File: src/rtl/legv8_pkg.sv
// Shared constants for the LEGv8 ALU issue sequencer: FS encodings, opcodes, condition
// codes, status bit positions, FSM states and the latched per-op record.
package legv8_pkg;

   localparam int unsigned IW  = 32;
   localparam int unsigned FSW = 5;
   localparam int unsigned SW  = 4;

   // ALU function select: [0] Ainv, [1] Binv, [4:2] operation
   localparam logic [FSW-1:0] FS_AND = 5'b00000;
   localparam logic [FSW-1:0] FS_OR  = 5'b00100;
   localparam logic [FSW-1:0] FS_ADD = 5'b01000;
   localparam logic [FSW-1:0] FS_SUB = 5'b01010;
   localparam logic [FSW-1:0] FS_XOR = 5'b01100;
   localparam logic [FSW-1:0] FS_LSL = 5'b10000;
   localparam logic [FSW-1:0] FS_LSR = 5'b10100;

   // R-type opcodes, instr[31:21]
   localparam logic [10:0] OP_ADD  = 11'b10001011000;
   localparam logic [10:0] OP_ADDS = 11'b10101011000;
   localparam logic [10:0] OP_SUB  = 11'b11001011000;
   localparam logic [10:0] OP_SUBS = 11'b11101011000;
   localparam logic [10:0] OP_AND  = 11'b10001010000;
   localparam logic [10:0] OP_ANDS = 11'b11101010000;
   localparam logic [10:0] OP_ORR  = 11'b10101010000;
   localparam logic [10:0] OP_EOR  = 11'b11001010000;
   localparam logic [10:0] OP_LSL  = 11'b11010011011;
   localparam logic [10:0] OP_LSR  = 11'b11010011010;

   // I-type opcodes, instr[31:22]
   localparam logic [9:0] OP_ADDI  = 10'b1001000100;
   localparam logic [9:0] OP_ADDIS = 10'b1011000100;
   localparam logic [9:0] OP_SUBI  = 10'b1101000100;
   localparam logic [9:0] OP_SUBIS = 10'b1111000100;
   localparam logic [9:0] OP_ANDI  = 10'b1001001000;
   localparam logic [9:0] OP_ORRI  = 10'b1011001000;
   localparam logic [9:0] OP_EORI  = 10'b1101001000;

   // B.cond, instr[31:24]
   localparam logic [7:0] OP_BCOND = 8'b01010100;

   // Condition pairs by cond[3:1]; cond[0] inverts (except AL)
   localparam logic [2:0] CB_EQ = 3'b000;
   localparam logic [2:0] CB_HS = 3'b001;
   localparam logic [2:0] CB_MI = 3'b010;
   localparam logic [2:0] CB_VS = 3'b011;
   localparam logic [2:0] CB_HI = 3'b100;
   localparam logic [2:0] CB_GE = 3'b101;
   localparam logic [2:0] CB_GT = 3'b110;
   localparam logic [2:0] CB_AL = 3'b111;

   // Status vector layout {V,C,N,Z}
   localparam int unsigned SB_Z = 0;
   localparam int unsigned SB_N = 1;
   localparam int unsigned SB_C = 2;
   localparam int unsigned SB_V = 3;

   typedef enum logic [1:0] {
      ST_IDLE = 2'd0,
      ST_EXEC = 2'd1,
      ST_RESP = 2'd2
   } state_t;

   typedef struct packed {
      logic       setflags;
      logic       is_bcond;
      logic       illegal;
      logic       wr_en;
      logic [4:0] rd;
      logic [3:0] cond;
   } op_info_t;

   function automatic logic cond_pass(input logic [3:0] cond, input logic [SW-1:0] st);
      logic ge;
      logic r;
      ge = (st[SB_N] == st[SB_V]);
      unique case (cond[3:1])
         CB_EQ:   r = st[SB_Z];
         CB_HS:   r = st[SB_C];
         CB_MI:   r = st[SB_N];
         CB_VS:   r = st[SB_V];
         CB_HI:   r = st[SB_C] & ~st[SB_Z];
         CB_GE:   r = ge;
         CB_GT:   r = ~st[SB_Z] & ge;
         default: r = 1'b1;
      endcase
      return (cond[0] && (cond[3:1] != CB_AL)) ? ~r : r;
   endfunction

endpackage

File: src/rtl/legv8_alu_decode.sv
// Combinational opcode decode: instr[31:21] -> ALU function select, carry-in,
// B-operand source and op classification.
module legv8_alu_decode
   import legv8_pkg::*;
(
   input  logic [10:0]    opcode,
   output logic [FSW-1:0] fs,
   output logic           c0,
   output logic           bsel_imm12,
   output logic           bsel_shamt,
   output logic           setflags,
   output logic           is_bcond,
   output logic           illegal
);

   always_comb begin
      fs         = FS_AND;
      c0         = 1'b0;
      bsel_imm12 = 1'b0;
      bsel_shamt = 1'b0;
      setflags   = 1'b0;
      is_bcond   = 1'b0;
      illegal    = 1'b0;
      case (opcode)
         OP_ADD:  fs = FS_ADD;
         OP_ADDS: begin fs = FS_ADD; setflags = 1'b1; end
         OP_SUB:  begin fs = FS_SUB; c0 = 1'b1; end
         OP_SUBS: begin fs = FS_SUB; c0 = 1'b1; setflags = 1'b1; end
         OP_AND:  fs = FS_AND;
         OP_ANDS: begin fs = FS_AND; setflags = 1'b1; end
         OP_ORR:  fs = FS_OR;
         OP_EOR:  fs = FS_XOR;
         OP_LSL:  begin fs = FS_LSL; bsel_shamt = 1'b1; end
         OP_LSR:  begin fs = FS_LSR; bsel_shamt = 1'b1; end
         default: begin
            // Not R-type: try the 10-bit immediate forms, then B.cond
            bsel_imm12 = 1'b1;
            case (opcode[10:1])
               OP_ADDI:  fs = FS_ADD;
               OP_ADDIS: begin fs = FS_ADD; setflags = 1'b1; end
               OP_SUBI:  begin fs = FS_SUB; c0 = 1'b1; end
               OP_SUBIS: begin fs = FS_SUB; c0 = 1'b1; setflags = 1'b1; end
               OP_ANDI:  fs = FS_AND;
               OP_ORRI:  fs = FS_OR;
               OP_EORI:  fs = FS_XOR;
               default: begin
                  bsel_imm12 = 1'b0;
                  if (opcode[10:3] == OP_BCOND) is_bcond = 1'b1;
                  else                          illegal  = 1'b1;
               end
            endcase
         end
      endcase
   end

endmodule

File: src/rtl/legv8_alu_sequencer.sv
// Issue side of the LEGv8 ALU: accepts one op, drives the ALU for one cycle, captures
// F/status, keeps the NZCV register and resolves B.cond. One op per three cycles.
module legv8_alu_sequencer
   import legv8_pkg::*;
#(
   parameter int unsigned DW = 64
) (
   input  logic           clock,
   input  logic           reset_n,
   input  logic           in_valid,
   output logic           in_ready,
   input  logic [IW-1:0]  in_instr,
   input  logic [DW-1:0]  in_a,
   input  logic [DW-1:0]  in_b,
   output logic [DW-1:0]  alu_a,
   output logic [DW-1:0]  alu_b,
   output logic [FSW-1:0] alu_fs,
   output logic           alu_c0,
   input  logic [DW-1:0]  alu_f,
   input  logic [SW-1:0]  alu_status,
   output logic           out_valid,
   input  logic           out_ready,
   output logic [DW-1:0]  out_result,
   output logic [4:0]     out_rd,
   output logic           out_wr_en,
   output logic           out_br_taken,
   output logic           out_illegal,
   output logic [SW-1:0]  flags
);

   state_t   state_q, state_d;
   op_info_t op_q;

   logic [FSW-1:0] dec_fs;
   logic           dec_c0, dec_imm12, dec_shamt, dec_setflags, dec_bcond, dec_illegal;
   logic           accept;
   logic           no_alu;
   logic           unused_rn;

   legv8_alu_decode u_decode (
      .opcode     (in_instr[31:21]),
      .fs         (dec_fs),
      .c0         (dec_c0),
      .bsel_imm12 (dec_imm12),
      .bsel_shamt (dec_shamt),
      .setflags   (dec_setflags),
      .is_bcond   (dec_bcond),
      .illegal    (dec_illegal)
   );

   // Rn index is consumed upstream by the register read; only its value arrives here
   assign unused_rn = ^in_instr[9:5];

   assign accept = (state_q == ST_IDLE) && in_valid && in_ready;
   assign no_alu = dec_bcond || dec_illegal;

   always_ff @(posedge clock or negedge reset_n) begin
      if (!reset_n) state_q <= ST_IDLE;
      else          state_q <= state_d;
   end

   always_comb begin
      state_d = state_q;
      unique case (state_q)
         ST_IDLE: if (accept) state_d = ST_EXEC;
         ST_EXEC: state_d = ST_RESP;
         ST_RESP: if (out_ready) state_d = ST_IDLE;
         default: state_d = ST_IDLE;
      endcase
   end

   // in_ready mirrors "next state is IDLE", so it reads 0 for the first cycle out of reset
   always_ff @(posedge clock or negedge reset_n) begin
      if (!reset_n) begin
         in_ready     <= 1'b0;
         alu_a        <= '0;
         alu_b        <= '0;
         alu_fs       <= '0;
         alu_c0       <= 1'b0;
         op_q         <= '0;
         out_valid    <= 1'b0;
         out_result   <= '0;
         out_rd       <= '0;
         out_wr_en    <= 1'b0;
         out_br_taken <= 1'b0;
         out_illegal  <= 1'b0;
         flags        <= '0;
      end else begin
         in_ready <= (state_d == ST_IDLE);

         if (accept) begin
            alu_a  <= no_alu ? '0 : in_a;
            alu_b  <= no_alu    ? '0 :
                      dec_imm12 ? DW'(in_instr[21:10]) :
                      dec_shamt ? DW'(in_instr[15:10]) : in_b;
            alu_fs <= dec_fs;
            alu_c0 <= dec_c0;
            op_q.setflags <= dec_setflags;
            op_q.is_bcond <= dec_bcond;
            op_q.illegal  <= dec_illegal;
            op_q.wr_en    <= !no_alu && (in_instr[4:0] != 5'd31);
            op_q.rd       <= in_instr[4:0];
            op_q.cond     <= in_instr[3:0];
         end

         if (state_q == ST_EXEC) begin
            out_valid    <= 1'b1;
            out_result   <= (op_q.is_bcond || op_q.illegal) ? '0 : alu_f;
            out_rd       <= op_q.rd;
            out_wr_en    <= op_q.wr_en;
            out_br_taken <= op_q.is_bcond && cond_pass(op_q.cond, flags);
            out_illegal  <= op_q.illegal;
            if (op_q.setflags) flags <= alu_status;
         end else if (state_q == ST_RESP && out_ready) begin
            out_valid <= 1'b0;
         end
      end
   end

endmodule

File: config.mk
export PLATFORM = sky130hd
export DESIGN_NAME = legv8_alu_sequencer
export DESIGN_NICKNAME = d
export VERILOG_FILES = /design/src/rtl/legv8_pkg.sv /design/src/rtl/legv8_alu_decode.sv /design/src/rtl/legv8_alu_sequencer.sv
export SDC_FILE = /design/constraint.sdc
export NUM_CORES = 1
export LEC_CHECK = 0
export ABC_AREA = 1
export CAP_MARGIN = 20
export CELL_PAD_IN_SITES_DETAIL_PLACEMENT = 0
export CELL_PAD_IN_SITES_GLOBAL_PLACEMENT = 1
export CORE_AREA = 3 3 173 175
export DETAILED_ROUTE_END_ITERATION = 8
export DIE_AREA = 0 0 176 178
export GPL_TIMING_DRIVEN = 1
export PLACE_DENSITY = 0.92
export SYNTH_ARGS = -nofsm -noshare
export SYNTH_HDL_FRONTEND = slang
export SYNTH_HIERARCHICAL = 1
export SYNTH_SLANG_ARGS = --single-unit
File: constraint.sdc
create_clock -name clock -period 2.52 [get_ports clock]
set_clock_uncertainty 0.1 [all_clocks]
set_input_delay 0.756 -clock clock [delete_from_list [all_inputs] [get_ports clock]]
set_output_delay 0.756 -clock clock [all_outputs]
set_load 0.01 [all_outputs]
* After elaboration in Yosys (flattened, before gate mapping)
Cells that the tools add are included. W data, S select, Z words.
Storage, ports and cells: logic and storage cells 106, output and inout port bits 212, bits of input ports 232, register bits after elaboration 227
Operators by class: eq/ne operators 29, bitwise gates (word level) 4, multiplexer cells 28, reduce and logical (&&, ||, !) cells 26
Operators with widths (number):
- $mux W64 | 5
- $eq A11 B11 Y1 const B | 10
- $eq A10 B10 Y1 const B | 7
- $pmux W5 S7 | 1
- $pmux W4 S4 | 1
- $mux W1 | 15
- $reduce_or A2 Y1 | 7
- $reduce_or A7 Y1 | 2
- $reduce_or A10 Y1 | 1
- $eq A3 B3 Y1 const B | 3
- $eq A8 B7 Y1 const B | 1
- $reduce_or A8 Y1 | 1
- $pmux W1 S7 | 1
- $eq A3 B2 Y1 const B | 2
- $logic_and A1 B1 Y1 | 6
- $pmux W2 S3 | 1
- $ne A5 B5 Y1 const B | 1
- $logic_not A2 Y1 | 2
- $mux W2 | 2
- $pmux W1 S2 | 2
- $eq A3 B1 Y1 const B | 1
- $logic_not A3 Y1 | 1
- $ne A3 B3 Y1 const B | 1
- $reduce_or A3 Y1 | 1
- other kinds (9) | 12

* Depth between registers and ports, before layout
depth after elaboration 7, mapped depth 15, mapped depth without buffers 13

* Cells and area by module
Netlist, hierarchy kept.
By module, submodules not included:
- legv8_alu_sequencer | instances 1, area each 8388.0 um2, cells each 624
- legv8_alu_decode | instances 1, area each 405.4 um2, cells each 85

* Least setup slack after synthesis
No wires, ideal clock.
path kind input to register, start input in_instr[26], end register alu_a[0], setup slack 0.130 ns, stages 13, buffers on the path 2, arrival 2.225 ns, library setup time 0.065 ns, cells stage by stage nor2_1 nand2_2 nor2_4 o21ai_2 nand2_1 inv_1 nand2_1 nor2_1 or2_2 nor2_2 buf_6 buf_4 a22o_1
On the way: cells in the longest elaborated chain, start to end 6, elaborated cells between the ends (all ways) 28
Ends and longest elaborated chain:
- start: declaration | RTL line legv8_alu_sequencer.sv:12 | input logic [IW-1:0] in_instr,
- $eq A10 B10 Y1 or $eq A8 B7 Y1 (tied branches) | RTL line legv8_alu_decode.sv:38, legv8_alu_decode.sv:48
- $reduce_or A7 Y1 (no line) or $mux W1 (tied branches)
- $mux W1 | RTL line legv8_alu_decode.sv:38 | case (opcode[10:1])
- $mux W1 * | RTL line legv8_alu_decode.sv:24 | case (opcode)
- named net dec_illegal | RTL line legv8_alu_sequencer.sv:35 | logic dec_c0, dec_imm12, dec_shamt, dec_setflags, dec_bcond, dec_illegal;
- $logic_or A1 B1 Y1 * | RTL line legv8_alu_sequencer.sv:55 | assign no_alu = dec_bcond || dec_illegal;
- $mux W64 * | RTL line legv8_alu_sequencer.sv:92 | alu_a <= no_alu ? '0 : in_a;
- end signal: assignment | RTL line legv8_alu_sequencer.sv:92
- end: declaration | RTL line legv8_alu_sequencer.sv:15 | output logic [DW-1:0] alu_a,
Mark *: on every way through the listed nets, which the timed path passes. The rest lies on a longest branch. A chain may end at the register's enable or synchronous reset.

* Final worst setup path
start register alu_a[17], end output alu_a[17]
No word-level cell between the ends.

==> reports/summary.txt <==
Hold slack = 380 ps
DP Wirelength = 23100 µm
Worst Max-Slew Pin Slew = 511 ps
Fin. Hold Viols = 0
Cells after Synth = 709
Ys async rst share = 100%
Die height = 178 µm
Pre-CTS WS = -685 ps
WL per Instance = 19.4 µm
Slowest CP cell = clkdlybuf4s50_1
Core Footprint = 28600 µm²
Synth area leaders = dfrtp_1, a32o_1, a22o_1, nand2_1, nand3_1
Worst Setup End Kind = primary output
Layout cells sized above 1 = 11.7%
Starting Density = 30.7%
Crit path DAT = 1530 ps
Vias/cell = 5.01
CTS H-tree depth = 1
Mux cell area share after synthesis = 0.683%
Pleak = 6.70 nW
IO buf count = 438
Setup WS post-layout = 130 ps
Avg Cell Area, Syn = 12.4 µm²
Vias in the first global route = 8117
Peak VDD IR = 555 µV
Finish-stage setup viols = 0
Main synth FF type = dfrtp_1
Antenna viol nets, final = 0
Die X = 176 µm
Reg2Reg Setup Slack = 750 ps
Yosys cell types = 30
Clk_lat worst skew = 520 ps
Syn_nets = 941
Cell Chain, Critical Path = clkdlybuf4s50_1
Type of the worst setup path = reg -> out
Nets = 1425
WP data required = 1660 ps
Final Util = 52.6%
Detailed Routing Iterations Pass 1 = 5
Post-layout min period = 2390 ps
Placer Congestion = 0.837
Worst-path clk slew = 60 ps
Worst Setup Start Kind = flip-flop
Clk buf depth = 3
First-pass GRT wire length = 45800 µm
Area of the multi-input gates = 2770 µm²
Cell family contributing the most delay on the critical path = buffers and inverters
FMAX = 418 MHz
FF/Latch Area = 5580 µm²
Total CTS buffers = 25
Synth Area in XOR/XNOR = 0%
# diodes = 0
TritonCTS clock tree = yes
Number of synthesized flops with an enable pin = 0
DRT iter0 DRCs = 385
Rel. slew slack = 65.9%
Clock root cell = clkbuf_16
Top cells by count, synth = dfrtp_1, a32o_1, nand2_1
Synthesized cell area = 8790 µm²
Drt drc = 0
Pwr dens = 786 nW/µm²
Die area = 31300 µm²
Seq/Total Area, Yosys = 63.5%
Hold WC Path Type = reg -> reg
Top cell type's share of synthesized area = 63.5%
Total clock sinks = 223
Yosys warns = 6
Gr ovfl total = 0
Period utilization = 94.8%
Critical path's largest stage delay = 580 ps
Largest net degree at the start of global routing = 66
Rows = 62
Max cap viols = 0
Count leader, synth = dfrtp_1
Final wirelength = 31000 µm
Fillers = 2413
Status = complete, no violations
Synthesis-to-finish area growth = 71.3%
Crit-path max FO = 2
Simple-Gate Fraction of Synth Area = 8.74%
Initial antenna violation count = 2
# IOs = 444
Seq cells post-synth = 223
Adder-Cell Fraction of Synth Area = 0%
Total track usage = 18.4%
Compound-Gate Fraction of Synth Area = 21.6%
Largest family of logic cells by synthesized area = compound AO/OA/AOI/OAI gates
Top cell type by total area after synthesis = dfrtp_1
Fin. max-slew vios = 0
CP bufs+invs = 1
Via count = 7985
==> path summary, 6_finish.rpt <==
kind                       startpoint              to  cells past startpoint
min in group asynchronous     reset_n  out_result[39]                      2
max reg2reg                state_q[1]       alu_a[62]                      5
min reg2reg                 alu_fs[1]       alu_fs[1]                      2
max in group asynchronous     reset_n  out_result[15]                      3
max                         alu_a[17]       alu_a[17]                      1
min                         alu_fs[1]       alu_fs[1]                      2
==> power by group <==
part | total, mW | internal (mW) | switching [mW]
combinational | 3.67 | 2.01 | 1.66
clock | 3.50 | 2.04 | 1.46
sequential | 4.67 | 4.26 | 0.405
total | 11.8 | 8.31 | 3.52
==> what timing repair did <==
item | 4_1_cts | 5_1_grt
endpoints found under the hold margin | 27 | 0
cloned | 3 | 0
setup endpoints to repair | 122 | 127
buffers inserted | 9 | 2
hold buffers | 1 | 0
pin swaps | 11 | 5
resized for setup | 23 | 5
==> cells in the final DEF, fill, tap and decap left out, types with 2 or more instances in the layout <==
master	Yosys	layout
inv_1	31	29
buf_4	8	54
clkbuf_1	25	10
dfrtp_1	223	223
buf_12	0	20
clkinvlp_4	0	3
inv_2	2	4
a32o_1	116	116
nand4_1	6	6
clkinv_2	0	2
nor2_2	4	8
dlymetal6s2s_1	0	2
buf_8	0	2
mux2i_1	6	6
clkbuf_8	0	3
nand2_2	2	4
o21ai_0	23	21
nor3_1	2	2
nor2_4	4	6
nand2_1	89	87
clkbuf_16	0	25
a21oi_1	5	5
nand3_1	33	33
a22o_1	64	64
o21ai_1	1	2
o21ai_2	1	2
bufbuf_16	0	2
nor2_1	29	23
clkdlybuf4s50_1	0	426
dlygate4sd2_1	0	9
==> metal layers <==
layer / vias up / share of wire [%] / wire length, µm / track usage, %
met5: - / 0.042 / 13 / 0
met1: 3950 / 38 / 11900 / 22.1
met3: 65 / 8.8 / 2730 / 6.09
met2: 355 / 49 / 15300 / 31.5
met4: 2 / 3.3 / 1020 / 5.51
li1: 3613 / - / - / -
==> state kept, by name (all words and copies together), names as in the netlist <==
register	flops
flags	4
state_q	2
in_ready	1
out_valid	1
out_illegal	1
alu_c0	1
op_q	9
alu_fs	5
out_br_taken	1
out_result	64
out_rd	5
alu_b	64
alu_a	64
out_wr_en	1
==> metrics by stage <==
step | cell area [µm²] | power, mW | TNS, ps | instances
2_1_floorplan | 8790 | 6.21 | 0 | 709
3_3_place_gp | 14100 | 8.32 | -70840 | 1536
3_5_place_dp | 14100 | 8.43 | -81530 | 1536
4_1_cts | 15000 | 12.0 | 0 | 1593
5_1_grt | 15100 | 12.4 | -2.82 | 1595
6_report | 15100 | 11.8 | 0 | 1595
==> logic make-up (layout without fill, tap and decap cells) <==
| kind of cell | after synthesis | in the layout |
|---|---|---|
| flops | 223 | 223 |
| compound gates | 212 | 212 |
| buf+inv | 94 | 596 |
| simple gates | 173 | 173 |
| other cells | 1 | 1 |
| mux | 6 | 6 |
==> final cells by class <==
| cell class | instances | share of cell area [%] |
|---|---|---|
| flip-flops and latches | 223 | 37.1 |
| inverters | 33 | 0.822 |
| clock buffers | 38 | 4.68 |
| multi-input cells | 392 | 18.4 |
| well taps | 384 | 3.19 |
| clock inverters | 7 | 0.548 |
| repair buffers | 518 | 35.3 |
No activity file was read; power rests on OpenSTA's default activity.
